## src/rtl/intr_prio_arbiter.sv

```systemverilog
// Priority interrupt arbiter: edge-latched requests on three priority buses,
// masked per channel, one grant at a time through a valid/ack handshake with timeout.
module intr_prio_arbiter #(
    parameter int NCH     = 9,
    parameter int RR_MODE = 0,
    parameter int TIMEOUT = 8,
    localparam int CW     = $clog2(NCH)
) (
    input  logic          clk,
    input  logic          rst_n,
    input  logic [NCH-1:0] req_a,
    input  logic [NCH-1:0] req_b,
    input  logic [NCH-1:0] req_c,
    input  logic [NCH-1:0] chan_en,
    input  logic          irq_ack,
    input  logic          err_clr,
    output logic          irq_valid,
    output logic [1:0]    irq_bus,
    output logic [CW-1:0] irq_chan,
    output logic          ovf_err,
    output logic          timeout_err
);

    typedef enum logic [0:0] {
        ST_IDLE  = 1'b0,
        ST_GRANT = 1'b1
    } state_t;

    state_t          state_q, state_d;
    logic [NCH-1:0]  req_a_q, req_b_q, req_c_q;
    logic [NCH-1:0]  pend_a_q, pend_a_d, pend_b_q, pend_b_d, pend_c_q, pend_c_d;
    logic            irq_valid_q, irq_valid_d;
    logic [1:0]      irq_bus_q, irq_bus_d;
    logic [CW-1:0]   irq_chan_q, irq_chan_d;
    logic [CW-1:0]   rr_ptr_q, rr_ptr_d;
    logic [7:0]      tmo_cnt_q, tmo_cnt_d;
    logic            ovf_err_q, ovf_err_d;
    logic            timeout_err_q, timeout_err_d;

    logic [NCH-1:0]  edge_a_s, edge_b_s, edge_c_s;
    logic [NCH-1:0]  elig_a_s, elig_b_s, elig_c_s;
    logic [NCH-1:0]  clr_a_s, clr_b_s, clr_c_s;
    logic [NCH-1:0]  ack_mask_s;
    logic [CW-1:0]   start_s;
    logic            ovf_set_s, tmo_set_s;

    // First set bit at or after start, scanning upward and wrapping modulo NCH.
    function automatic logic [CW-1:0] pick_chan(input logic [NCH-1:0] vec,
                                                input logic [CW-1:0]  start);
        logic [CW-1:0] sel;
        logic          hit;
        int            idx;
        sel = {CW{1'b0}};
        hit = 1'b0;
        for (int k = 0; k < NCH; k++) begin
            idx = int'(start) + k;
            idx = (idx >= NCH) ? (idx - NCH) : idx;
            if (!hit && vec[idx]) begin
                hit = 1'b1;
                sel = CW'(idx);
            end else begin
                hit = hit;
            end
        end
        return sel;
    endfunction

    function automatic logic [NCH-1:0] chan_mask(input logic [CW-1:0] ch);
        logic [NCH-1:0] m;
        m = {NCH{1'b0}};
        for (int i = 0; i < NCH; i++) begin
            m[i] = (CW'(i) == ch);
        end
        return m;
    endfunction

    // Arbitration, handshake FSM, pending bookkeeping and sticky error flags.
    always_comb begin
        edge_a_s      = req_a & ~req_a_q;
        edge_b_s      = req_b & ~req_b_q;
        edge_c_s      = req_c & ~req_c_q;
        elig_a_s      = pend_a_q & chan_en;
        elig_b_s      = pend_b_q & chan_en;
        elig_c_s      = pend_c_q & chan_en;
        start_s       = (RR_MODE != 0) ? rr_ptr_q : {CW{1'b0}};
        ack_mask_s    = chan_mask(irq_chan_q);
        clr_a_s       = {NCH{1'b0}};
        clr_b_s       = {NCH{1'b0}};
        clr_c_s       = {NCH{1'b0}};
        tmo_set_s     = 1'b0;
        state_d       = state_q;
        irq_valid_d   = irq_valid_q;
        irq_bus_d     = irq_bus_q;
        irq_chan_d    = irq_chan_q;
        rr_ptr_d      = rr_ptr_q;
        tmo_cnt_d     = tmo_cnt_q;

        case (state_q)
            ST_IDLE: begin
                if ((|elig_a_s) || (|elig_b_s) || (|elig_c_s)) begin
                    state_d     = ST_GRANT;
                    irq_valid_d = 1'b1;
                    tmo_cnt_d   = 8'd0;
                    if (|elig_a_s) begin
                        irq_bus_d  = 2'd1;
                        irq_chan_d = pick_chan(elig_a_s, start_s);
                    end else if (|elig_b_s) begin
                        irq_bus_d  = 2'd2;
                        irq_chan_d = pick_chan(elig_b_s, start_s);
                    end else begin
                        irq_bus_d  = 2'd3;
                        irq_chan_d = pick_chan(elig_c_s, start_s);
                    end
                end else begin
                    irq_valid_d = 1'b0;
                    irq_bus_d   = 2'd0;
                end
            end
            ST_GRANT: begin
                if (irq_ack) begin
                    clr_a_s     = (irq_bus_q == 2'd1) ? ack_mask_s : {NCH{1'b0}};
                    clr_b_s     = (irq_bus_q == 2'd2) ? ack_mask_s : {NCH{1'b0}};
                    clr_c_s     = (irq_bus_q == 2'd3) ? ack_mask_s : {NCH{1'b0}};
                    state_d     = ST_IDLE;
                    irq_valid_d = 1'b0;
                    irq_bus_d   = 2'd0;
                    irq_chan_d  = {CW{1'b0}};
                    if (RR_MODE != 0) begin
                        rr_ptr_d = (irq_chan_q == CW'(NCH - 1)) ? {CW{1'b0}}
                                                                 : irq_chan_q + CW'(1);
                    end else begin
                        rr_ptr_d = rr_ptr_q;
                    end
                end else if (tmo_cnt_q == 8'(TIMEOUT - 1)) begin
                    // Abandoned grant keeps its pending bit so it is re-arbitrated.
                    state_d     = ST_IDLE;
                    irq_valid_d = 1'b0;
                    irq_bus_d   = 2'd0;
                    irq_chan_d  = {CW{1'b0}};
                    tmo_set_s   = 1'b1;
                end else begin
                    tmo_cnt_d = (tmo_cnt_q == 8'hFF) ? tmo_cnt_q : tmo_cnt_q + 8'd1;
                end
            end
            default: begin
                state_d     = ST_IDLE;
                irq_valid_d = 1'b0;
                irq_bus_d   = 2'd0;
                irq_chan_d  = {CW{1'b0}};
            end
        endcase

        // A new edge beats a same-cycle ack clear and is then not an overflow.
        pend_a_d  = (pend_a_q & ~clr_a_s) | edge_a_s;
        pend_b_d  = (pend_b_q & ~clr_b_s) | edge_b_s;
        pend_c_d  = (pend_c_q & ~clr_c_s) | edge_c_s;
        ovf_set_s = (|(edge_a_s & pend_a_q & ~clr_a_s)) ||
                    (|(edge_b_s & pend_b_q & ~clr_b_s)) ||
                    (|(edge_c_s & pend_c_q & ~clr_c_s));

        if (ovf_set_s) begin
            ovf_err_d = 1'b1;
        end else if (err_clr) begin
            ovf_err_d = 1'b0;
        end else begin
            ovf_err_d = ovf_err_q;
        end

        if (tmo_set_s) begin
            timeout_err_d = 1'b1;
        end else if (err_clr) begin
            timeout_err_d = 1'b0;
        end else begin
            timeout_err_d = timeout_err_q;
        end
    end

    // State, pending, edge history and output registers.
    always_ff @(posedge clk or negedge rst_n) begin
        if (!rst_n) begin
            state_q       <= ST_IDLE;
            req_a_q       <= {NCH{1'b0}};
            req_b_q       <= {NCH{1'b0}};
            req_c_q       <= {NCH{1'b0}};
            pend_a_q      <= {NCH{1'b0}};
            pend_b_q      <= {NCH{1'b0}};
            pend_c_q      <= {NCH{1'b0}};
            irq_valid_q   <= 1'b0;
            irq_bus_q     <= 2'd0;
            irq_chan_q    <= {CW{1'b0}};
            rr_ptr_q      <= {CW{1'b0}};
            tmo_cnt_q     <= 8'd0;
            ovf_err_q     <= 1'b0;
            timeout_err_q <= 1'b0;
        end else begin
            state_q       <= state_d;
            req_a_q       <= req_a;
            req_b_q       <= req_b;
            req_c_q       <= req_c;
            pend_a_q      <= pend_a_d;
            pend_b_q      <= pend_b_d;
            pend_c_q      <= pend_c_d;
            irq_valid_q   <= irq_valid_d;
            irq_bus_q     <= irq_bus_d;
            irq_chan_q    <= irq_chan_d;
            rr_ptr_q      <= rr_ptr_d;
            tmo_cnt_q     <= tmo_cnt_d;
            ovf_err_q     <= ovf_err_d;
            timeout_err_q <= timeout_err_d;
        end
    end

    assign irq_valid   = irq_valid_q;
    assign irq_bus     = irq_bus_q;
    assign irq_chan    = irq_chan_q;
    assign ovf_err     = ovf_err_q;
    assign timeout_err = timeout_err_q;

endmodule

```

## config.mk

```make
export PLATFORM = sky130hd
export DESIGN_NAME = intr_prio_arbiter
export DESIGN_NICKNAME = d
export VERILOG_FILES = /design/src/rtl/intr_prio_arbiter.sv
export SDC_FILE = /design/constraint.sdc
export NUM_CORES = 1
export LEC_CHECK = 0
export ABC_AREA = 1
export BUFFER_PORTS_ARGS = -buffer_cell sky130_fd_sc_hd__buf_4
export CORE_MARGIN = 2
export CORE_UTILIZATION = 45
export CTS_BUF_LIST = sky130_fd_sc_hd__clkbuf_8 sky130_fd_sc_hd__clkbuf_16
export DETAILED_ROUTE_END_ITERATION = 8
export GPL_ROUTABILITY_DRIVEN = 1
export PLACE_DENSITY_LB_ADDON = 0.05
export REMOVE_ABC_BUFFERS = 1
export SKIP_CTS_REPAIR_TIMING = 1
export SLEW_MARGIN = 0
export SYNTH_ARGS = -nofsm -noshare
export SYNTH_HDL_FRONTEND = slang
export SYNTH_SLANG_ARGS = --single-unit
```

## constraint.sdc

```tcl
create_clock -name clk -period 3.4 [get_ports clk]
set_clock_uncertainty 0.1 [all_clocks]
set_input_delay 1.02 -clock clk [delete_from_list [all_inputs] [get_ports clk]]
set_output_delay 1.02 -clock clk [all_outputs]
set_load 0.05 [all_outputs]
```

Yosys cells after proc, flatten, opt, wreduce, memory -nomap -nowiden
Index checks and enable logic that the tools add are counted.

word-level totals
  logic and storage cells = 295
  input bits = 40
  flip-flop bits (word level) = 72

cells by class
  reductions and logical operators = 63
  equality and inequality tests = 18
  $add $sub $neg = 1
  bitwise gates (word level) = 25
  muxes and demuxes = 175

operator list
  cell                                           number
  AND 9 bit                                      15
  2-to-1 mux 1 bit                               127
  2-to-1 mux 4 bit                               26
  2-to-1 mux 9 bit                               9
  NOT 9 bit                                      6
  OR reduction 9 bit                             6
  2-to-1 mux 8 bit                               4
  OR 9 bit                                       3
  logical AND 1 bit                              24
  logical NOT 1 bit                              24
  == test 3 x 4 -> 1 bit, first input constant   4
  case mux 8 bit (2 select lines)                1
  adder 8 x 1 -> 8 bit, second input constant    1
  == test 2 x 4 -> 1 bit, first input constant   2
  == test 8 x 3 -> 1 bit, second input constant  1
  == test 8 bit, second input constant           1
  2-to-1 mux 2 bit                               4
  != test 2 bit, second input constant           4
  case mux 4 bit (2 select lines)                1
  == test 1 x 4 -> 1 bit, first input constant   1
  == test 2 bit, second input constant           2
  == test 4 bit, first input constant            1
  logical NOT 4 bit                              1
  logical OR 1 bit                               4
  other kinds (8)                                10

Longest topological paths before layout
Gate-level depths: netlist (run 1).

  word-level depth = 62
  gate-level depth with buffers = 11

Least setup slack after synthesis (run 1)
Ideal clock, no wire load.

  kind = input-to-reg
  start = in chan_en[0]
  end = reg tmo_cnt_q[5]
  stages = 11
  setup slack = 1.134 ns
  arrival time = 2.048 ns
  library setup time = 0.118 ns
  path through = nand2_1 > nand2_2 > nor2_4 > nand3_4 > nor2_8 > nand2_4 > nand2_4 > nand2_4 > buf_6 > nand3_2 > o21ai_2

on the way
  longest elaborated chain between the ends = 6

ends and longest elaborated chain
  what                             line    RTL
  start: declaration               14      input logic [NCH-1:0] chan_en,
  AND 9 bit (on tied branches)     82, 83
  OR reduction 9 bit               100     if ((|elig_a_s) || (|elig_b_s) || (|elig_c_s)) begin
  logical OR 1 bit                 100
  logical OR 1 bit *               100
  != test 2 bit (no line) *        n/a
  AND reduction 4 bit (no line) *  n/a
  end signal: assignment           207     tmo_cnt_q <= tmo_cnt_d;
  end: declaration                 36      logic [7:0] tmo_cnt_q, tmo_cnt_d;

Mark *: on every way between the ends. The rest lies on a longest branch, timed or not.
A chain may end at the register's enable or synchronous reset.

Worst setup path after layout (run 1)
  start = in irq_ack
  end = reg ovf_err_q, in the netlist ovf_err

on the way
  longest elaborated chain between the ends = 8

ends and longest elaborated chain
  what                                                           line      RTL
  start: declaration                                             15        input logic irq_ack,
  2-to-1 mux 9 bit                                               120       if (irq_ack) begin
  2-to-1 mux 9 bit                                               98        case (state_q)
  NOT 9 bit (on tied branches)                                   157, 158
  AND 9 bit (on tied branches)                                   157, 158
  OR reduction 9 bit (on tied branches)                          157, 158
  logical OR 1 bit                                               157       ovf_set_s = (|(edge_a_s & pend_a_q & ~clr_a_s)) ||
  logical OR 1 bit *                                             158       (|(edge_b_s & pend_b_q & ~clr_b_s)) ||
  2-to-1 mux 1 bit / nonzero test 2 bit (equally long branches)  n/a
  end signal: assignment                                         208       ovf_err_q <= ovf_err_d;
  end: declaration                                               37        logic ovf_err_q, ovf_err_d;

Marks and branches as above.

==> results of run 1 <==
==> path summary, 6_finish.rpt <==
path	from	to	slack [ns]	cells after the start
worst max-delay path	irq_ack	ovf_err$_DFFE_PN0P_	1.09	10
worst min-delay path	req_a_q[8]$_DFF_PN0_	pend_a_q[8]$_DFF_PN0_	0.35	1
worst max register to register	state_q$_DFF_PN0_	ovf_err$_DFFE_PN0P_	1.27	9
worst min register to register	req_a_q[8]$_DFF_PN0_	pend_a_q[8]$_DFF_PN0_	0.35	1
max in group asynchronous	rst_n	pend_a_q[8]$_DFF_PN0_	1.91	1
min in group asynchronous	rst_n	pend_a_q[2]$_DFF_PN0_	0.69	1
==> power groups by stage <==
stage          logic, mW  registers (mW)  clock network (mW)
2_1_floorplan      0.317            1.09                   0
3_3_place_gp       0.589            1.03                   0
3_5_place_dp       0.592            1.04                   0
4_1_cts            0.594            1.02               0.695
5_1_grt            0.655            1.03               0.730
6_report           0.590            1.02               0.677
==> routing by layer <==
layer,global-route usage,vias to the layer above,routed length (µm)
li1,-,1582,-
met1,0.3226,1484,4503
met2,0.3685,103,4275
met3,0.03512,12,476
met4,0.08816,0,138
met5,0,-,0
==> per-stage QoR <==
step                      utilization  area, µm²
after detailed placement       0.5311       4146
after global routing           0.5561       4342
after global placement         0.5311       4146
after CTS                      0.5561       4342
after floorplan                     -       3659
final                          0.5561       4342
==> flip-flops by register name, summed over array words and instances (netlist names), 2 cells and up <==
register   count
pend_a_q       9
pend_b_q       9
pend_c_q       9
req_a_q        9
req_b_q        9
req_c_q        9
tmo_cnt_q      8
irq_chan       4
irq_bus        2
==> placed cells by master (no fill, tap or decap), drive strengths merged <==
cell / instances
o21a: 1
a22o: 6
o31ai: 1
nand4: 12
clkinvlp: 3
a21oi: 5
clkinv: 1
bufinv: 1
xor2: 4
nand3b: 2
nor2: 50
nor3: 15
buf: 48
a21boi: 4
nand2: 164
dfrtp: 72
nand3: 37
nor4: 2
o21ai: 21
inv: 56
or2: 7
clkbuf: 10
ha: 1
==> worst register-to-register path, cell delays in order, from the launching register on <==
cell and delay [ns]:
dfrtp_1 0.55, nand2_4 0.13, nor3_4 0.41, nand2_1 0.16, nand3_1 0.16, nand2_1 0.07, nor2_1 0.11, nand2_1 0.06
nor2_1 0.17, nand2_1 0.07
==> kinds of logic after synthesis <==
family                     after synthesis
and+or+nand+nor                        289
DFF                                     72
buffers and inverters                   58
AOI/OAI and AO/OA                       38
xor gates and xnor gates                 4
adders and majority gates                1
==> layout make-up <==
| type | count | share of cell area |
|---|---|---|
| multi-input cells | 332 | 0.3793 |
| inverters | 56 | 0.04842 |
| flip-flops and latches | 72 | 0.4150 |
| clock inverters | 5 | 0.01326 |
| well taps | 102 | 0.02939 |
| clock buffers | 10 | 0.03170 |
| repair buffers | 48 | 0.08300 |
==> run metrics, run 1 <==
min cycle time layout around 2.3 ns; Total GRT Usage 0.2319; simple-gate area share of the yosys netlist 0.3681; CTS Buf Count 9; Post-Synth XOR/XNOR Area 0.009534; Synth cell types 32; Bufs on Longest Clock Path 2; Final Setup Violations 0; Setup CP Type input port to flip-flop; CTS tree done; fraction of layout cells with a size suffix above 1 0.1836; Antenna Nets Post-Route 0; Crit path largest cell delay 0.41 ns; final non-filler cell total roughly 630; YS warnings 0; Syn Area/Cell between 7 and 8 µm²; clock slew at reported path FFs 0.07 ns; RSZ-0062 raised after global routing no; Die H about 94 µm; synthesis-stage register bit count 72; starting density of the core 0.4707; required time of the critical path about 3.5 ns; Site Rows 32; vias per inst between 5 and 6; Post-synth EDFFs 0; Synth Area in Compound Gates 0.06708; fraction of registers with async set/reset 1.000; Yosys top cell by area dfrtp_1; Ports 49; initial antenna violation count 0; final hold slack roughly 0.35 ns; period utilization 0.6786; vias in the first global route just over 3000; largest delay contributor family on the critical path simple AND/OR/NAND/NOR gates; Clk pwr share 0.296; part of the power in registers 0.446; top-count cell post-synth nand2_1; first-pass GRT wire length around 15 mm; VDD IR max between 0.2 and 0.25 mV; Hold Fails Final Rpt 0; Post-synth top flop dfrtp_1; area delta synth->final 18.15%; largest net degree at the start of global routing 73; Cells after Synth around 460; sw frac 0.3605; DP HPWL a little over 7 mm; final wirelength around 9.4 mm; total of max-cap violations 0; proportion of synthesized area in mux cells 0; Core ar. a little under 8000 µm²; Logic pwr share 0.258; H-tree depth 3; Num Clock Sinks ~70; final net count 560; final RePlAce weighted congestion roughly 0.86; post-synth top area share 0.4903; CP Data Arrival Time 2.44 ns; final setup TNS 0 ns; Port Buf Inserts 48; GRT Residual Overflow 0; worst slew pin tran 0.9106 ns; die area 8905 µm²; n_diodes 0; WL per Instance between 15 and 20 µm; Worst setup SP type input port; PwrDens roughly 530 nW/µm²; P_sw 0.8241 mW; worst path cell trace buf_4 -> nand2_4 -> nor3_4 -> nand2_1 -> nand3_1 -> nand2_1 -> nor2_1 -> nand2_1 -> nor2_1 -> nand2_1; CP most frequent cell nand2_1; worst-path fanout max 9; dpl ws approximately 0.74 ns; Cell Area, Synth between 3000 and 4000 µm²; HP Class flip-flop to flip-flop; # fillers about 770; Detailed Routing Iterations Pass 1 5; crit path max-delay cell type nor3_4; Static Leak 2.260 nW; Root Driver clkbuf_8; Synth top cells by count nand2_1 (155), dfrtp_1 (72), inv_1 (56), nor2_1 (45), nand3_1 (33); multi-input logic area 1647 µm²; placed cells 610; Synth Area in Adders 0.003405; Remaining DRCs 0; total power ~2.3 mW; sequential fraction of the synthesis area 0.4903; Die W ~94 µm; DRT iter0 DRCs roughly 220; final worst slack 1.093 ns; WP buf/inv 1; largest family of logic cells by synthesized area simple AND/OR/NAND/NOR gates; Reg area between 1500 and 2000 µm²; Max Clk Rate approximately 430 MHz; Area contributors post-synth dfrtp_1 (49%), nand2_1 (16%), inv_1 (5.7%), nor2_1 (4.6%), nand3_1 (4.5%); clock latency reported for the late side of the worst-skew pair around 0.35 ns; Int Pwr approximately 1.5 mW; CP endpoint kind flip-flop; Max Slew Vio Count 0; outcome complete, no violations; Via Count around 3200; Slew headroom 0.3930
No activity file was read; power rests on OpenSTA's default activity.
==> inputs of run 2 (changes only) <==
--- a/config.mk
+++ b/config.mk
@@ -5,7 +5,7 @@
 export SDC_FILE = /design/constraint.sdc
 export NUM_CORES = 1
 export LEC_CHECK = 0
-export ABC_AREA = 1
+export ABC_AREA = 0
 export BUFFER_PORTS_ARGS = -buffer_cell sky130_fd_sc_hd__buf_4
 export CORE_MARGIN = 2
 export CORE_UTILIZATION = 45
==> constraint.sdc (replaced) <==
create_clock -name clk -period 2 [get_ports clk]
set_clock_uncertainty 0.1 [all_clocks]
set_input_delay 0.6 -clock clk [delete_from_list [all_inputs] [get_ports clk]]
set_output_delay 0.6 -clock clk [all_outputs]
set_load 0.05 [all_outputs]
==> run 2 against run 1 <==
  * The run now ends with negative setup slack left
  * Non-clock buffer count rose by 54
  * Synthesized cell count fell by 33%
  * Setup slack got worse by 1.3 ns
  * Core utilization rose by 7.7 points
  * Critical path depth fell by 5
  * Cell area rose by 4.6%
  * Clock power rose by 67%
  * Critical endpoint unchanged
  * Largest cell class unchanged
  * Largest power group unchanged
  * Highest routed layer unchanged
==> run metrics, run 2 <==
final worst slack -0.1689 ns (-1.262 ns); Bufs on Longest Clock Path 2 (unchanged); Slew headroom 0.7065 (+0.3135); violated checks negative setup slack; final hold slack 0.07360 ns (-0.2769 ns); Crit path largest cell delay 0.60 ns (+0.19 ns); Cell Area, Placed 4158 µm² (+0.27%); area delta synth->final 38.21%; Total GRT Usage 0.2392 (+0.007320); min cycle time layout about 2.2 ns; Worst setup SP type flip-flop; CTS Buf Count 9 (unchanged); total power 4.029 mW (+76%); Detailed Routing Iterations Pass 1 5 (unchanged); synthesis-stage register bit count 72 (unchanged); Util after Layout 0.6326 (+0.07652); Ports 49 (unchanged); Antenna Nets Post-Route 0 (unchanged); HP Class input port to asynchronous set/reset pin; H-tree depth 3 (unchanged); CP endpoint kind flip-flop; Core ar. 7176 µm² (-8.1%); Syn Area/Cell 10.66 µm² (+34%); vias per inst 5.598 (+10%); final net count 457 (-18%); Root Driver clkbuf_8; Setup CP Type flip-flop to flip-flop; Max Slew Vio Count 0 (unchanged); Max Clk Rate between 400 and 500 MHz; GRT Residual Overflow 0 (unchanged); worst-path fanout max 9 (unchanged); PwrDens 887.6 nW/µm² (+69%); reg-to-reg setup timing slack -0.17 ns (-1.44 ns); first-pass GRT wire length 14.03 mm (-8.8%); DRT iter0 DRCs 204 (-6.8%); Post-synth top flop dfrtp_1; reg-to-reg startpoint irq_chan[0]$_DFFE_PN0P_; fraction of layout cells with a size suffix above 1 0.3753 (+0.1917); worst path cell trace or4b_1 -> o21ai_0 -> nor2_1 -> a2111oi_2 -> nand4_1; WL per Instance 17.30 µm (+15%); Site Rows 31 (-3.1%); required time of the critical path 2.12 ns (-1.42 ns); total of max-cap violations 0 (unchanged); fraction of registers with async set/reset 1.000 (unchanged); post-synth top area share 0.5486 (+0.05828); crit path max-delay cell type or4b_1; Remaining DRCs 0 (unchanged); Design Area, Final 4539 µm² (+4.6%); Worst R2R Path Depth 5 (-4); final RePlAce weighted congestion 0.9463 (+11%); YS warnings 0 (unchanged); commonest cells after routing, fill and taps aside buf_4 (98), dfrtp_1 (68), nand2_1 (29); Post-synth EDFFs 0 (unchanged); Cells after Synth 308 (-33%); final wirelength 8.998 mm (-4.2%); starting density of the core 0.4577 (-0.01296); dpl ws -0.3989 ns (-1.138 ns); period utilization 1.084; Cell Area, Synth 3284 µm² (-11%); Port Buf Inserts 48 (unchanged); Num Clock Sinks 72 (unchanged); RSZ-0062 raised after global routing yes; die area 7998 µm² (-10%); initial antenna violation count 0 (unchanged); Die W 89.43 µm (-5.2%); outcome complete, but fails checks; Via Count 2911 (-8.5%); commonest non-fill, non-tap cell in the layout buf_4; top-count cell post-synth dfrtp_1; Static Leak 1.906 nW (-16%); Reg-to-Reg End ovf_err$_DFFE_PN0P_; vias in the first global route 2791 (-9.8%); Final Setup Violations 11 (+11); Hold Fails Final Rpt 0 (unchanged); n_diodes 0 (unchanged); Synth cell types 52 (+63%); VDD IR max 0.5377 mV (+160%); largest net degree at the start of global routing 36 (-51%); clock slew at reported path FFs 0.08 ns (about the same); worst slew pin tran 0.4403 ns (-0.4703 ns); Synth top cells by count dfrtp_1 (72), o21ai_0 (42), nand2_1 (29), nand2b_1 (20), inv_1 (18); CP Data Arrival Time 2.29 ns (-0.15 ns); Die H 89.43 µm (-5.2%); clock latency reported for the late side of the worst-skew pair 0.35 ns (about the same); Yosys top cell by area dfrtp_1; sequential fraction of the synthesis area 0.5486 (+0.05828); DP HPWL 6.837 mm (-5.8%); Area contributors post-synth dfrtp_1 (55%), o21ai_0 (6.4%), nand2b_1 (3.8%), nand2_1 (3.3%), inv_1 (2.1%); CTS tree done
## run 2: cell types whose count changed after synthesis, moves of 6 or more
cell / previous run / this run
a32o_1: 0 / 6
o32ai_1: 0 / 6
a22oi_1: 0 / 7
nand4_1: 12 / 4
nor2_1: 45 / 8
nand2_1: 155 / 29
or2_2: 7 / 0
nand2b_1: 0 / 20
inv_1: 56 / 18
nand3_1: 33 / 5
o21ai_0: 15 / 42
## run 2: worst max path at each step
stage	endpoint	slack, ns	cells after the start	from
after global routing	ovf_err$_DFFE_PN0P_	-0.22	7	irq_chan[1]$_DFFE_PN0P_
after detailed placement	ovf_err$_DFFE_PN0P_	-0.40	7	irq_ack
after CTS	ovf_err$_DFFE_PN0P_	-0.36	5	irq_chan[3]$_DFFE_PN0P_
final	ovf_err$_DFFE_PN0P_	-0.17	5	irq_chan[0]$_DFFE_PN0P_
after floorplan	tmo_cnt_q[1]$_DFFE_PN0P_	-0.33	5	tmo_cnt_q[4]$_DFFE_PN0P_
after global placement	ovf_err$_DFFE_PN0P_	-0.55	7	irq_ack
## run 2: metrics by stage
stage / std cells / setup TNS (ns)
global placement: 504 / -4.566
global route: 520 / -1.905
floorplan: 303 / -1.906
CTS: 520 / -0.7338
detailed placement: 504 / -4.851
finish: 520 / -0.7954
## run 2: power by group
part | internal (mW) | total, mW | leakage (nW) | switching, mW
Combinational | 0.538 | 1.18 | 1.03 | 0.640
Clock | 0.575 | 1.13 | 0.0970 | 0.557
Sequential | 1.58 | 1.72 | 0.783 | 0.138
Total | 2.69 | 4.03 | 1.91 | 1.34
## run 2: final cells by class
cell class | count | area, µm²
fillers | 606 | 2636
flip-flops and latches | 72 | 1807
multi-input cells | 213 | 1556
repair buffers | 102 | 789.5
clock buffers | 9 | 123.9
well taps | 99 | 123.9
clock inverters | 7 | 71.32
inverters | 18 | 67.56
## run 2: metal layers
layer  vias up  wire length (µm)  GRT usage
met2        82              4495     0.3771
met4         0               153     0.1058
li1       1390                 -          -
met5         -                 0          0
met3        14               419    0.05171
met1      1425              3930     0.3180
## run 2: cell families (layout without fill, tap and decap cells)
family	count (synthesis)	in the layout	share of synthesized area
AO/OA/AOI/OAI	106	106	0.2225
adder cells (fa/ha/maj)	1	1	0.003809
multiplexers	1	1	0.003428
XOR/XNOR	6	6	0.01600
AND/OR/NAND/NOR	99	99	0.1764
buffers and inverters	23	136	0.02933
flip-flops	72	72	0.5486
## run 2: critical path: cells and delay by family (launching register included)
kind               cells  cell delay, ns
AOI/OAI and AO/OA      2            0.64
DFF                    1            0.47
and+or+nand+nor        3            0.84
